**src/rtl/color_conv_pipe_if.sv**
```systemverilog
// Stream bundle for color_conv_pipe: pixel input side (s_*) and converted output side (m_*).
// The slave modport is the converter's view; the master modport is the source/sink's view.
interface color_conv_pipe_if #(
    parameter int DATA_W = 8
);
    logic                  s_valid;
    logic                  s_ready;
    logic [3*DATA_W-1:0]   s_data;
    logic                  s_last;
    logic [1:0]            s_mode;
    logic                  m_valid;
    logic                  m_ready;
    logic [3*DATA_W-1:0]   m_data;
    logic                  m_last;

    modport slave (
        input  s_valid, s_data, s_last, s_mode, m_ready,
        output s_ready, m_valid, m_data, m_last
    );

    modport master (
        output s_valid, s_data, s_last, s_mode, m_ready,
        input  s_ready, m_valid, m_data, m_last
    );
endinterface

```
**src/rtl/color_conv_pipe.sv**
```systemverilog
// 3-stage RGB -> YCbCr converter (BT.601 / BT.709 / bypass per pixel) with a global stall.
// Define COLOR_CONV_SAT_COUNT_EN to build the saturating clamp-event counter on sat_count.
module color_conv_pipe #(
    parameter int DATA_W    = 8,
    parameter int SAT_CNT_W = 16
) (
    input  logic                 clk,
    input  logic                 rst_n,
    color_conv_pipe_if.slave     bus,
    output logic [SAT_CNT_W-1:0] sat_count
);
    localparam int PIX_W = 3 * DATA_W;
    localparam int FRAC  = 14;
    localparam int ACC_W = DATA_W + 20;

    typedef logic signed [15:0]      coef_t;
    typedef logic signed [ACC_W-1:0] acc_t;

    localparam acc_t OFFSET  = acc_t'(1) <<< (DATA_W - 1 + FRAC);
    localparam acc_t ROUND   = acc_t'(1) <<< (FRAC - 1);
    localparam acc_t PIX_MAX = acc_t'((1 << DATA_W) - 1);

    // [standard][output Y/Cb/Cr][input R/G/B], signed Q1.14
    localparam coef_t COEF [2][3][3] = '{
        '{ '{ 16'sd4899,   16'sd9617,   16'sd1868 },
           '{ -16'sd2764,  -16'sd5428,  16'sd8192 },
           '{ 16'sd8192,   -16'sd6860,  -16'sd1332 } },
        '{ '{ 16'sd3483,   16'sd11718,  16'sd1183 },
           '{ -16'sd1878,  -16'sd6314,  16'sd8192 },
           '{ 16'sd8192,   -16'sd7442,  -16'sd750 } }
    };

    function automatic logic is_bypass(input logic [1:0] mode);
        return mode >= 2'd2;
    endfunction

    logic             advance;
    logic             s1_valid_d, s1_valid_q, s1_last_d, s1_last_q;
    logic [1:0]       s1_mode_d, s1_mode_q;
    logic [PIX_W-1:0] s1_data_d, s1_data_q;
    logic             s2_valid_d, s2_valid_q, s2_last_d, s2_last_q;
    logic [1:0]       s2_mode_d, s2_mode_q;
    logic [PIX_W-1:0] s2_pix_d, s2_pix_q;
    acc_t             s2_acc_d [3];
    acc_t             s2_acc_q [3];
    logic             m_valid_d, m_valid_q, m_last_d, m_last_q;
    logic [PIX_W-1:0] m_data_d, m_data_q;
    acc_t             prod_sum [3];
    logic [2:0]       clamp_hit;
    logic [PIX_W-1:0] conv_pix;

    // Full-width multiply-accumulate of the S1 pixel; Cb/Cr carry the mid-scale offset.
    always_comb begin
        for (int k = 0; k < 3; k++) begin
            prod_sum[k] = (k == 0) ? '0 : OFFSET;
            for (int c = 0; c < 3; c++) begin
                prod_sum[k] = prod_sum[k]
                            + acc_t'(s1_data_q[c*DATA_W +: DATA_W]) * acc_t'(COEF[s1_mode_q[0]][k][c]);
            end
        end
    end

    always_comb begin
        acc_t rnd;
        logic neg, over;
        conv_pix  = '0;
        clamp_hit = '0;
        for (int k = 0; k < 3; k++) begin
            rnd  = (s2_acc_q[k] + ROUND) >>> FRAC;
            neg  = rnd[ACC_W-1];
            over = !neg && (rnd > PIX_MAX);
            clamp_hit[k] = neg | over;
            conv_pix[k*DATA_W +: DATA_W] = neg ? '0 : (over ? '1 : rnd[DATA_W-1:0]);
        end
    end

    always_comb begin
        // NOTE: every *_d gets its hold value first so no path through this block can infer a latch.
        advance    = !(m_valid_q && !bus.m_ready);
        s1_valid_d = s1_valid_q;
        s1_last_d  = s1_last_q;
        s1_mode_d  = s1_mode_q;
        s1_data_d  = s1_data_q;
        s2_valid_d = s2_valid_q;
        s2_last_d  = s2_last_q;
        s2_mode_d  = s2_mode_q;
        s2_pix_d   = s2_pix_q;
        s2_acc_d   = s2_acc_q;
        m_valid_d  = m_valid_q;
        m_last_d   = m_last_q;
        m_data_d   = m_data_q;
        if (advance) begin
            s1_valid_d = bus.s_valid;
            s1_last_d  = bus.s_last;
            s1_mode_d  = bus.s_mode;
            s1_data_d  = bus.s_data;
            s2_valid_d = s1_valid_q;
            s2_last_d  = s1_last_q;
            s2_mode_d  = s1_mode_q;
            s2_pix_d   = s1_data_q;
            s2_acc_d   = prod_sum;
            m_valid_d  = s2_valid_q;
            m_last_d   = s2_last_q;
            m_data_d   = is_bypass(s2_mode_q) ? s2_pix_q : conv_pix;
        end
    end

    // NOTE: state flops use non-blocking assignments so every stage samples the pre-edge value of the previous one.
    always_ff @(posedge clk or negedge rst_n) begin
        if (!rst_n) begin
            s1_valid_q <= 1'b0;
            s1_last_q  <= 1'b0;
            s1_mode_q  <= '0;
            s1_data_q  <= '0;
            s2_valid_q <= 1'b0;
            s2_last_q  <= 1'b0;
            s2_mode_q  <= '0;
            s2_pix_q   <= '0;
            for (int k = 0; k < 3; k++) s2_acc_q[k] <= '0;
            m_valid_q  <= 1'b0;
            m_last_q   <= 1'b0;
            m_data_q   <= '0;
        end else begin
            s1_valid_q <= s1_valid_d;
            s1_last_q  <= s1_last_d;
            s1_mode_q  <= s1_mode_d;
            s1_data_q  <= s1_data_d;
            s2_valid_q <= s2_valid_d;
            s2_last_q  <= s2_last_d;
            s2_mode_q  <= s2_mode_d;
            s2_pix_q   <= s2_pix_d;
            s2_acc_q   <= s2_acc_d;
            m_valid_q  <= m_valid_d;
            m_last_q   <= m_last_d;
            m_data_q   <= m_data_d;
        end
    end

    assign bus.s_ready = advance;
    assign bus.m_valid = m_valid_q;
    assign bus.m_last  = m_last_q;
    assign bus.m_data  = m_data_q;

`ifdef COLOR_CONV_SAT_COUNT_EN
    logic                 m_clamp_d, m_clamp_q;
    logic [SAT_CNT_W-1:0] sat_count_d, sat_count_q;

    // Counts output beats (handshakes), not cycles a clamped pixel sits stalled.
    always_comb begin
        m_clamp_d   = m_clamp_q;
        sat_count_d = sat_count_q;
        if (advance) m_clamp_d = s2_valid_q && !is_bypass(s2_mode_q) && (|clamp_hit);
        if (m_valid_q && bus.m_ready && m_clamp_q && !(&sat_count_q)) begin
            sat_count_d = sat_count_q + SAT_CNT_W'(1);
        end
    end

    always_ff @(posedge clk or negedge rst_n) begin
        if (!rst_n) begin
            m_clamp_q   <= 1'b0;
            sat_count_q <= '0;
        end else begin
            m_clamp_q   <= m_clamp_d;
            sat_count_q <= sat_count_d;
        end
    end

    assign sat_count = sat_count_q;
`else
    assign sat_count = '0;
`endif
endmodule

```
**src/flat_wrapper.sv**
```systemverilog
// flat-port wrapper written by rule: the top's interface ports become plain ports
module color_conv_pipe_flat 
#(
    parameter int DATA_W    = 8,
    parameter int SAT_CNT_W = 16
)
  (clk, rst_n, sat_count, bus_s_valid, bus_s_data, bus_s_last, bus_s_mode, bus_m_ready, bus_s_ready, bus_m_valid, bus_m_data, bus_m_last);
  color_conv_pipe_if #(.DATA_W(DATA_W)) bus_i ();
  input  logic clk;
  input  logic rst_n;
  output logic [SAT_CNT_W-1:0] sat_count;
  input wire logic [$bits(bus_i.s_valid)-1:0] bus_s_valid;
  input wire logic [$bits(bus_i.s_data)-1:0] bus_s_data;
  input wire logic [$bits(bus_i.s_last)-1:0] bus_s_last;
  input wire logic [$bits(bus_i.s_mode)-1:0] bus_s_mode;
  input wire logic [$bits(bus_i.m_ready)-1:0] bus_m_ready;
  output wire logic [$bits(bus_i.s_ready)-1:0] bus_s_ready;
  output wire logic [$bits(bus_i.m_valid)-1:0] bus_m_valid;
  output wire logic [$bits(bus_i.m_data)-1:0] bus_m_data;
  output wire logic [$bits(bus_i.m_last)-1:0] bus_m_last;
  assign bus_i.s_valid = bus_s_valid;
  assign bus_i.s_data = bus_s_data;
  assign bus_i.s_last = bus_s_last;
  assign bus_i.s_mode = bus_s_mode;
  assign bus_i.m_ready = bus_m_ready;
  assign bus_s_ready = bus_i.s_ready;
  assign bus_m_valid = bus_i.m_valid;
  assign bus_m_data = bus_i.m_data;
  assign bus_m_last = bus_i.m_last;
  color_conv_pipe #(.DATA_W(DATA_W), .SAT_CNT_W(SAT_CNT_W)) u_core (.clk(clk), .rst_n(rst_n), .bus(bus_i), .sat_count(sat_count));
endmodule
```
**config.mk**
```make
export PLATFORM = sky130hd
export DESIGN_NAME = color_conv_pipe_flat
export DESIGN_NICKNAME = d
export VERILOG_FILES = /design/src/rtl/color_conv_pipe_if.sv /design/src/rtl/color_conv_pipe.sv /design/src/flat_wrapper.sv
export SDC_FILE = /design/constraint.sdc
export NUM_CORES = 1
export LEC_CHECK = 0
export BUFFER_PORTS_ARGS = -buffer_cell sky130_fd_sc_hd__buf_2
export CORE_ASPECT_RATIO = 0.6
export CORE_UTILIZATION = 59
export DETAILED_ROUTE_END_ITERATION = 8
export PLACE_DENSITY = 0.87
export SLEW_MARGIN = 30
export SYNTH_ARGS = -nofsm -noshare
export SYNTH_HDL_FRONTEND = slang
export SYNTH_SLANG_ARGS = --single-unit
```
**constraint.sdc**
```tcl
create_clock -name clk -period 10.6 [get_ports clk]
set_clock_uncertainty 0.05 [all_clocks]
set_input_delay 0.53 -clock clk [delete_from_list [all_inputs] [get_ports clk]]
set_output_delay 0.53 -clock clk [all_outputs]
set_load 0.1 [all_outputs]
```
# Word level (Yosys, flattened, before mapping)
# Cells that the tools add are included.
[word_totals]
mem_bits_ro = 0
latch_bits = 0
in_bits = 31
mem_bits_rw = 0
regBits = 166
elab_cells = 59
mem_count = 0
[classes]
n_shift = 0
n_lt_le_gt_ge = 5
n_addsub = 11
n_eq_ne = 0
n_mux = 10
div = 0
bitwise = 1
multipliers = 9
reduce_logical = 9
[op_table]
columns = ["operator", "n"]
rows = [
  ["$mux W144", 2],
  ["$mul A9 B16 Y25", 9],
  ["$add A28 B28 Y28", 6],
  ["$mux W141", 1],
  ["$add A28 B15 Y28 const B", 3],
  ["$add A23 B28 Y28 const A", 2],
  ["$mux W8", 6],
  ["$gt A14 B9 Y1 const B", 3],
  ["$mux W24", 1],
  ["$logic_not A1 Y1", 5],
  ["$ge A2 B2 Y1 const B", 2],
  ["$logic_and A1 B1 Y1", 4],
  ["$not A1 Y2", 1],
]

# Depth between registers and ports, before layout
# Gate-level depths: netlist of the first run.
[depth]
word_depth = 8
mapped_depth = 36

# Worst setup path after synthesis of the first run
# OpenSTA, ideal clock, no wires.
[synth_timing]
path_type = "register to register"
from = "reg u_core.s1_mode_q[0]"
to = "reg u_core.s2_acc_q[54] (netlist name)"
path_stages_with_launch = 32
path_slack_ps = 3148
setup_ps = 123
t_required_ps = 10427
path_buffers = 3
synth_period_minus_slack_ps = 7452
arrival_time_ps = 7279
cell_sequence = "dfrtp_1 > clkbuf_1 > clkbuf_1 > clkbuf_1 > nor2_1 > ha_1 > xor2_1 > ha_1 > fa_1 > inv_1 > fa_1 > inv_1 > ha_1 > o21ai_0 > a21oi_1 > o41a_1 > a21o_1 > o41ai_2 > o21ba_2 > xnor2_1 > fa_1 > ha_1 > ha_1 > a21o_1 > a21o_1 > a21o_1 > a21o_1 > a21o_1 > a31oi_2 > o21bai_1 > mux2i_1 > nand2_1"
[synth_between]
elab_chain_len = 8
[synth_lines]
columns = ["element", "line", "text"]
rows = [
  ["from (decl)", "color_conv_pipe.sv:39", "logic [1:0] s1_mode_d, s1_mode_q;"],
  ["from (signal assigned)", "color_conv_pipe.sv:126", "s1_mode_q <= s1_mode_d;"],
  ["$not A1 Y2 (not written as such) *", "color_conv_pipe.sv:58", "+ acc_t'(s1_data_q[c*DATA_W +: DATA_W]) * acc_t'(COEF[s1_mode_q[0]][k][c]);"],
  ["$mux W141 *", "--", ""],
  ["$mux W144 (not written as such) * (2 in series)", "color_conv_pipe.sv:58", ""],
  ["$mul A9 B16 Y25", "color_conv_pipe.sv:58", ""],
  ["$add A23 B28 Y28", "color_conv_pipe.sv:58", ""],
  ["$add A28 B28 Y28 * (2 in series)", "color_conv_pipe.sv:58", ""],
  ["to (signal assigned)", "color_conv_pipe.sv:132", "s2_acc_q <= s2_acc_d;"],
  ["to (decl)", "color_conv_pipe.sv:45", "acc_t s2_acc_q [3];"],
]
# Mark *: on every way between the ends. The rest lies on a longest branch, timed or not. The select of a mux whose other input is x is not followed.
# A chain may end at the register's enable or synchronous reset.

# Worst setup path in the final report of the first run
[layout_timing]
from = "reg u_core.s1_mode_q[0]"
to = "reg u_core.s2_acc_q[53] (netlist name)"
# Same word-level chain as after synthesis.

==> flow_metrics.tcl, run 1 <==
set metrics [dict create \
    status "completed" \
    slowest_stage "fa_1" \
    vias 21200 \
    cts_buffers 17 \
    numPortBuffers 57 \
    clk_pin_slew_worst_paths_ns 0.06 \
    busiest_layer "met1" \
    clk_path_buf_depth 2 \
    fin_nets 4024 \
    met1_usage_pct 45.8 \
    final.setup.tns_ns 0 \
    core_um2 45200 \
    synth_cells 3026 \
    hold_viol_final 0 \
    ys_async_sr_fraction_pct 100 \
    drc 0 \
    synth-seq-cells 123 \
    synth_edf_count 0 \
    r2r_setup_slack_ns 1.87 \
    critical_path.max_stage_delay_ns 0.52 \
    yosysTopAreaCell "fa_1" \
    die_h_um 169 \
    die_w_um 280 \
    hold_buffers 0 \
    required_ns 10.84 \
    synth_seq_area_share_pct 11.3 \
    drt-initial-drc-count 1985 \
    cts_tree "yes" \
    post_cts_resized 0 \
    yosys_warnings 0 \
    wire_per_inst_um 19.7 \
    drt_wl_total_um 73600 \
    slew_headroom_pct 40.5 \
    path_common_cell "a21o_1" \
    rsz0062_at_grt "no" \
    rr_worst_depth 32 \
    critPathLaunchType "flip-flop" \
    hpwl_um 62900 \
    syn_area_um2 27300 \
    post-route-period-util_pct 82.4 \
    htree_levels 4 \
    grt_pass1_vias 21600 \
    syn_to_final_growth_pct 6.29 \
    maxCapViolCount 0 \
    criticalPathCategory "reg2reg" \
    grtUsageMet3_pct 14.4 \
    n_antenna_cell 0 \
    antenna_left 0 \
    track_usage_pct 32.4 \
    slew_violations 0 \
    yosysMostFrequentCell "inv_1" \
    worstPathMaxFanout 39 \
    num_rows 60 \
    design_area_um2 29000 \
    drive_gt1_share_pct 4.84 \
    synth_ff_type "dfrtp_1" \
    die-area_um2 47100 \
    post_cts_buffers 0 \
    max_clock_freq_mhz 115 \
    hold_class "in2async" \
    avgSynthCellArea_um2 9.01 \
    gp_congestion 1.00 \
    path_delay_family "compound AO/OA/AOI/OAI gates" \
    cts.sinks 123 \
    antenna_found_initial 0 \
    cts-root-buf "clkbuf_16" \
    synthTopCellsByCount "inv_1, ha_1, fa_1, nand2_1, a21oi_1" \
    critPathBufInv 5 \
    setup_violations 0 \
    clock_latency_ns 0.43 \
    grt_start_max_net_pins 80 \
    gr-total-overflow 0 \
    num_io_pins 74 \
    synth_top_area_share_pct 28.0 \
    grt_pass1_wl_um 117000 \
    worstPathArrival_ns 8.97 \
    grtUsageMet2_pct 44.9 \
    synth.distinct_cells 71 \
    cp-end-kind "flip-flop" \
    initial_utilization_pct 60.3 \
    rr_startpoint "u_core.s1_mode_q[0]$_DFFE_PN0N_" \
    drt_first_pass_iters 8 \
    reg2reg_to "u_core.s2_acc_q[53]$_DFFE_PN0N_" \
    fin_crit_ns 8.73 \
    place_area_um2 28400 \
    synthTopCellsByArea "fa_1, ha_1, dfrtp_1" \
    via_per_inst 5.67 \
    tightest_slew_ns 0.892 \
]
worst max path at each step:
stage / startpoint / end / slack [ns] / depth (start not counted)
finish: u_core.s1_mode_q[0]$_DFFE_PN0N_ / u_core.s2_acc_q[53]$_DFFE_PN0N_ / 1.87 / 32
global route: u_core.s1_mode_q[0]$_DFFE_PN0N_ / u_core.s2_acc_q[53]$_DFFE_PN0N_ / 1.60 / 32
CTS: u_core.s1_mode_q[0]$_DFFE_PN0N_ / u_core.s2_acc_q[53]$_DFFE_PN0N_ / 2.10 / 32
detailed placement: u_core.s1_mode_q[0]$_DFFE_PN0N_ / u_core.s2_acc_q[55]$_DFFE_PN0N_ / 2.23 / 32
global placement: u_core.s1_data_q[10]$_DFFE_PN0N_ / u_core.s2_acc_q[26]$_DFFE_PN0N_ / 2.39 / 28
floorplan: u_core.s1_mode_q[0]$_DFFE_PN0N_ / u_core.s2_acc_q[54]$_DFFE_PN0N_ / 3.15 / 31
metal layers:
| layer | share of wire [%] | vias to the layer above |
|---|---|---|
| met2 | 40 | 1042 |
| met5 | 0.36 | - |
| met3 | 15 | 92 |
| met1 | 43 | 10300 |
| met4 | 2.0 | 4 |
| li1 | - | 9793 |
final cells by class:
class | instances | area (um^2)
well taps | 620 | 776
multi-input cells | 2186 | 21400
repair buffers | 78 | 458
fillers | 3587 | 16200
flip-flops and latches | 123 | 3080
inverters | 705 | 2650
clock inverters | 9 | 114
clock buffers | 22 | 464
cells by family after synthesis:
kind of cell / after synthesis / synth area share (%)
compound gates: 483 / 11.5
xor+xnor: 160 / 5.14
fa+ha+maj: 882 / 51.0
buf+inv: 784 / 11.0
flops: 123 / 11.3
mux: 7 / 0.266
other cells: 2 / 0.0275
simple gates: 585 / 9.84
flip-flops by register name, summed over array words and instances, names as in the netlist:
register and cells:
u_core.s2_acc_q 42, u_core.bus.m_data 24, u_core.s1_data_q 24, u_core.s2_pix_q 24, u_core.s1_mode_q 2, u_core.bus.m_last 1, u_core.bus.m_valid 1, u_core.s1_last_q 1
u_core.s1_valid_q 1, u_core.s2_last_q 1, u_core.s2_mode_q 1, u_core.s2_valid_q 1
cells in the final DEF (no fill, tap or decap), types with 39 or more instances in the layout:
master,synthesis,layout
inv_1,705,704
ha_1,501,501
fa_1,381,381
nand2_1,260,260
a21oi_1,150,150
dfrtp_1,123,123
nor2_1,109,109
o21ai_0,105,105
xnor2_1,98,98
conb_1,2,69
xor2_1,62,62
a21o_1,60,60
buf_2,0,56
nand3_1,39,39
through the flow:
step	hold WS, ns	instances	utilization, %	worst slack, ns
2_1_floorplan	0.184	3093	-	3.15
3_3_place_gp	0.399	3711	62.8	2.39
3_5_place_dp	0.406	3711	62.8	2.23
6_report	0.0888	3743	64.1	1.87
4_1_cts	0.128	3742	64.1	2.10
5_1_grt	0.176	3743	64.1	1.60
Power of run 1 is left out: the tool's default activity adds up to more than one toggle a clock period on the data nets, which glitch-free logic cannot reach.
==> inputs of run 2 (changes only) <==
==> constraint.sdc (replaced) <==
create_clock -name clk -period 9 [get_ports clk]
set_clock_uncertainty 0.05 [all_clocks]
set_input_delay 0.45 -clock clk [delete_from_list [all_inputs] [get_ports clk]]
set_output_delay 0.45 -clock clk [all_outputs]
set_load 0.1 [all_outputs]
==> run 2 against run 1 <==
Routed wire length is 1.1% higher. Critical path type unchanged. First-iteration DRC count increased by 6.6%. Largest cell class unchanged. Sequential share of layout area decreased by 0.056 points. Via count rose by 0.18%. Global-route usage grew 0.43 points. Highest routed layer unchanged. Sequential cell count unchanged.
==> flow_metrics.tcl, run 2 (synthesis results as in run 1) <==
set metrics [dict create \
    status "completed" \
    criticalPathCategory "reg2reg" \
    antenna_found_initial 2 \
    cts_buffers 17 \
    largest_reg_flops 42 \
    post_cts_buffers 0 \
    place_area_um2 28500 \
    critPathLaunchType "flip-flop" \
    grtUsageMet3_pct 12.9 \
    die-area_um2 47100 \
    post_cts_resized 0 \
    dp_cells 3731 \
    clk_path_buf_depth 2 \
    num_rows 60 \
    drc 0 \
    final_util_pct 64.5 \
    met1_usage_pct 48.8 \
    syn_to_final_growth_pct 6.90 \
    drt-initial-drc-count 2117 \
    layout_common_cells "inv_1, ha_1, fa_1, nand2_1, a21oi_1" \
    track_usage_pct 32.8 \
    cts.sinks 123 \
    clock_latency_ns 0.43 \
    clk_pin_slew_worst_paths_ns 0.06 \
    core_um2 45200 \
    initial_utilization_pct 60.3 \
    grt_pass1_vias 21400 \
    setup_violations 0 \
    slew_headroom_pct 39.9 \
    num_io_pins 74 \
    gr-total-overflow 0 \
    grt_start_max_net_pins 95 \
    slowest_stage "dfrtp_2" \
    rsz0062_at_grt "no" \
    final_cells 3764 \
    worstPathMaxFanout 24 \
    path_common_cell "a21o_1" \
    regMostFlops "u_core.s2_acc_q" \
    cts_tree "yes" \
    via_per_inst 5.65 \
    htree_levels 4 \
    drt_wl_total_um 74400 \
    tightest_slew_ns 0.902 \
    antenna_left 0 \
    busiest_layer "met1" \
    max_clock_freq_mhz 117 \
    cp-end-kind "flip-flop" \
    fillerInstances 3542 \
    fin_nets 4044 \
    grtUsageMet2_pct 44.6 \
    n_antenna_cell 0 \
    maxCapViolCount 0 \
    design_area_um2 29200 \
    slew_violations 0 \
    critical_path.max_stage_delay_ns 0.64 \
    hold_viol_final 0 \
    die_w_um 280 \
    numPortBuffers 57 \
    gp_congestion 1.10 \
    required_ns 9.24 \
    drive_gt1_share_pct 5.57 \
    multi_input_area_um2 21400 \
    hold_class "in2async" \
    grt_pass1_wl_um 118000 \
    hold_buffers 0 \
    worstPathArrival_ns 8.76 \
    cts-root-buf "clkbuf_16" \
    layout_commonest_cell "inv_1" \
    hpwl_um 63500 \
    final.setup.tns_ns 0 \
    drt_first_pass_iters 7 \
    post-route-period-util_pct 94.7 \
    fin_crit_ns 8.52 \
    regArea_um2 3080 \
    wire_per_inst_um 19.8 \
    vias 21300 \
    die_h_um 169 \
]
## run 2: critical path: cells and delay by family, from the launching register on
family | cells | cell delay (ns)
compound gates | 14 | 3.10
buf+inv | 4 | 0.38
simple gates | 4 | 0.87
flops | 1 | 0.64
fa+ha+maj | 8 | 3.08
xor+xnor | 1 | 0.25
## run 2: worst paths after layout
kind                                                        end  slack, ns                             from  cells past startpoint
worst max-delay path            u_core.s2_acc_q[53]$_DFFE_PN0N_       0.48  u_core.s1_mode_q[0]$_DFFE_PN0N_                     31
worst min-delay path            u_core.s2_pix_q[12]$_DFFE_PN0N_       0.04                            rst_n                      1
worst max register to register  u_core.s2_acc_q[53]$_DFFE_PN0N_       0.48  u_core.s1_mode_q[0]$_DFFE_PN0N_                     31
worst min register to register    u_core.s2_valid_q$_DFFE_PN0N_       0.42    u_core.s1_valid_q$_DFFE_PN0N_                      2
max in group asynchronous       u_core.s1_mode_q[0]$_DFFE_PN0N_       7.79                            rst_n                      3
min in group clk                u_core.s1_data_q[5]$_DFFE_PN0N_       0.17                    bus_s_data[5]                      3
## run 2: final cells by class
cell class	count	share of cell area, %
clock buffer	20	1.57
clock inverter	12	0.442
inverter	705	9.08
multi-input combinational	2186	73.6
sequential	123	10.6
tap	620	2.66
timing repair buffer	98	2.11
## run 2: metal layers
layer	share of wire [%]	vias up
met3	15	123
met1	44	10200
met2	38	1117
met5	0.017	-
li1	-	9827
met4	2.2	2
## run 2: stage by stage
stage	hold slack, ns	setup WS, ns
3_3_place_gp	0.400	0.641
4_1_cts	0.0421	0.410
5_1_grt	0.0763	0.0334
2_1_floorplan	0.104	1.55
3_5_place_dp	0.406	0.453
6_report	0.0361	0.480
Power of run 2 is left out for the same reason.
==> inputs of run 3 (changes only) <==
--- a/config.mk
+++ b/config.mk
@@ -5,6 +5,7 @@
 export SDC_FILE = /design/constraint.sdc
 export NUM_CORES = 1
 export LEC_CHECK = 0
+export ABC_AREA = 1
 export BUFFER_PORTS_ARGS = -buffer_cell sky130_fd_sc_hd__buf_2
 export CORE_ASPECT_RATIO = 0.6
 export CORE_UTILIZATION = 59
==> run 3 against run 2 <==
Sequential share of layout area fell by 0.91 points. Non-clock buffer count down 23. Critical path depth decreased by 4.
==> flow_metrics.tcl, run 3 <==
set metrics [dict create \
    synthTopCellsByCount "inv_1, nand2_1, ha_1, fa_1, a21oi_1" \
    drt_wl_total_um 91800 \
    numPortBuffers 57 \
    clk_path_buf_depth 2 \
    clock_latency_ns 0.48 \
    initial_utilization_pct 60.4 \
    largest_reg_flops 42 \
    antenna_left 0 \
    gp_congestion 1.11 \
    critPathLaunchType "flip-flop" \
    layout_commonest_cell "inv_1" \
    yosys_warnings 0 \
    post-route-period-util_pct 95.3 \
    core_um2 49900 \
    drt_first_pass_iters 6 \
    required_ns 9.32 \
    track_usage_pct 36.5 \
    die_w_um 294 \
    slew_violations 0 \
    synth-seq-cells 123 \
    fin_crit_ns 8.58 \
    post_cts_resized 0 \
    htree_levels 4 \
    cts.sinks 123 \
    hold_class "in2reg" \
    syn_area_um2 30200 \
    die-area_um2 52000 \
    worstPathArrival_ns 8.90 \
    layout_common_cells "inv_1, nand2_1, ha_1, fa_1, a21oi_1" \
    synth_cells 3927 \
    slew_headroom_pct 28.0 \
    syn_to_final_growth_pct 5.79 \
    gr-total-overflow 0 \
    yosysMostFrequentCell "inv_1" \
    final.setup.tns_ns 0 \
    max_clock_freq_mhz 117 \
    synth_top_area_share_pct 25.3 \
    worstPathMaxFanout 7 \
    drive_gt1_share_pct 3.73 \
    synthTopCellsByArea "fa_1, ha_1, inv_1" \
    tightest_slew_ns 1.07 \
    cts-root-buf "clkbuf_16" \
    synth.distinct_cells 46 \
    regMostFlops "u_core.s2_acc_q" \
    grt_pass1_vias 25500 \
    num_rows 63 \
    synth_edf_count 0 \
    cts_tree "yes" \
    criticalPathCategory "reg2reg" \
    avgSynthCellArea_um2 7.68 \
    worstSetupStartpoint "u_core.s1_data_q[13]$_DFFE_PN0N_" \
    via_per_inst 5.61 \
    status "completed" \
    clk_pin_slew_worst_paths_ns 0.07 \
    drt-initial-drc-count 2902 \
    num_io_pins 74 \
    setup_violations 0 \
    cp-end-kind "flip-flop" \
    maxCapViolCount 0 \
    grt_pass1_wl_um 144000 \
    vias 26400 \
    hold_viol_final 0 \
    wire_per_inst_um 19.5 \
    hpwl_um 79500 \
    yosysTopAreaCell "fa_1" \
    ys_async_sr_fraction_pct 100 \
    die_h_um 177 \
    grt_start_max_net_pins 88 \
    rsz0062_at_grt "no" \
    rr_startpoint "u_core.s1_data_q[13]$_DFFE_PN0N_" \
    fillerInstances 4301 \
    fin_nets 4926 \
    antenna_found_initial 3 \
    drc 0 \
    cts_buffers 17 \
    synth_seq_area_share_pct 10.2 \
    synth_ff_type "dfrtp_1" \
    min_from "bus_s_data[19]" \
]
## run 3: what timing repair did
item                      CTS  global route
hold endpoints to repair   30             0
hold buffers                1             0
setup buffers               0             0
## run 3: logic make-up after synthesis
kind of cell    Yosys count  synth area share, %
xor+xnor                135                 3.92
flops                   123                 10.2
compound gates          541                 9.81
fa+ha+maj               882                 46.1
simple gates           1271                 17.5
other cells               2               0.0249
buf+inv                 973                 12.4
## run 3: per-stage QoR
step           hold WS (ns)  area [um^2]  setup WS (ns)  instances  utilization, %
4_1_cts               0.114        31900          0.954       4707            63.9
3_5_place_dp          0.402        31300          0.979       4675            62.8
3_3_place_gp          0.397        31300          0.892       4675            62.8
6_report              0.140        31900          0.423       4712            63.9
5_1_grt               0.146        31900          0.311       4708            63.9
2_1_floorplan         0.104        30400           2.44       3994               -
## run 3: path summary, 6_finish.rpt
check	end	slack, ns	depth (start not counted)
setup / recovery	u_core.s2_acc_q[52]$_DFFE_PN0N_	0.42	27
hold / removal	u_core.s1_data_q[19]$_DFFE_PN0N_	0.14	3
setup reg to reg	u_core.s2_acc_q[52]$_DFFE_PN0N_	0.42	27
hold reg to reg	u_core.bus.m_last$_DFFE_PN0N_	0.42	2
max in group asynchronous	u_core.s1_data_q[3]$_DFFE_PN0N_	7.11	3
min in group asynchronous	u_core.bus.m_data[19]$_DFFE_PN0N_	0.48	2
## run 3: worst max-delay path, stage by stage (launching register included)
cell and delay, ns:
dfrtp_1 0.63, inv_1 0.30, o21ai_0 0.90, ha_1 0.33, fa_1 0.43, fa_1 0.50
inv_1 0.06, fa_1 0.53, inv_1 0.04, ha_1 0.41, nand2_1 0.16, inv_1 0.10
a21boi_0 0.52, o21ai_1 0.37, nand2_1 0.13, nand2_1 0.07, xor2_1 0.51, fa_1 0.53
ha_1 0.31, ha_1 0.37, nand2_1 0.10, nand2_1 0.12, a21boi_0 0.48, nor2_1 0.10
nor2_1 0.15, nand4_1 0.11, nand3_1 0.10, nand2_1 0.06
## run 3: routing by layer
| metal | vias to the layer above | part of all wire (%) | routed length, um | track usage [%] |
|---|---|---|---|---|
| li1 | 12400 | - | - | - |
| met1 | 12600 | 47 | 42700 | 55.3 |
| met2 | 1372 | 37 | 34100 | 47.4 |
| met3 | 117 | 14 | 13100 | 14.6 |
| met4 | 2 | 1.9 | 1770 | 7.90 |
| met5 | - | 0.11 | 99 | 1.31 |
## run 3: layout make-up
type | instances | area [um^2] | share of cell area (%)
tap | 682 | 853 | 2.68
timing repair buffer | 75 | 429 | 1.35
sequential | 123 | 3080 | 9.65
clock inverter | 14 | 136 | 0.428
antenna | 5 | 12.5 | 0.0392
inverter | 898 | 3380 | 10.6
multi-input combinational | 2898 | 23600 | 73.9
clock buffer | 17 | 425 | 1.33
Power of run 3 is left out for the same reason.
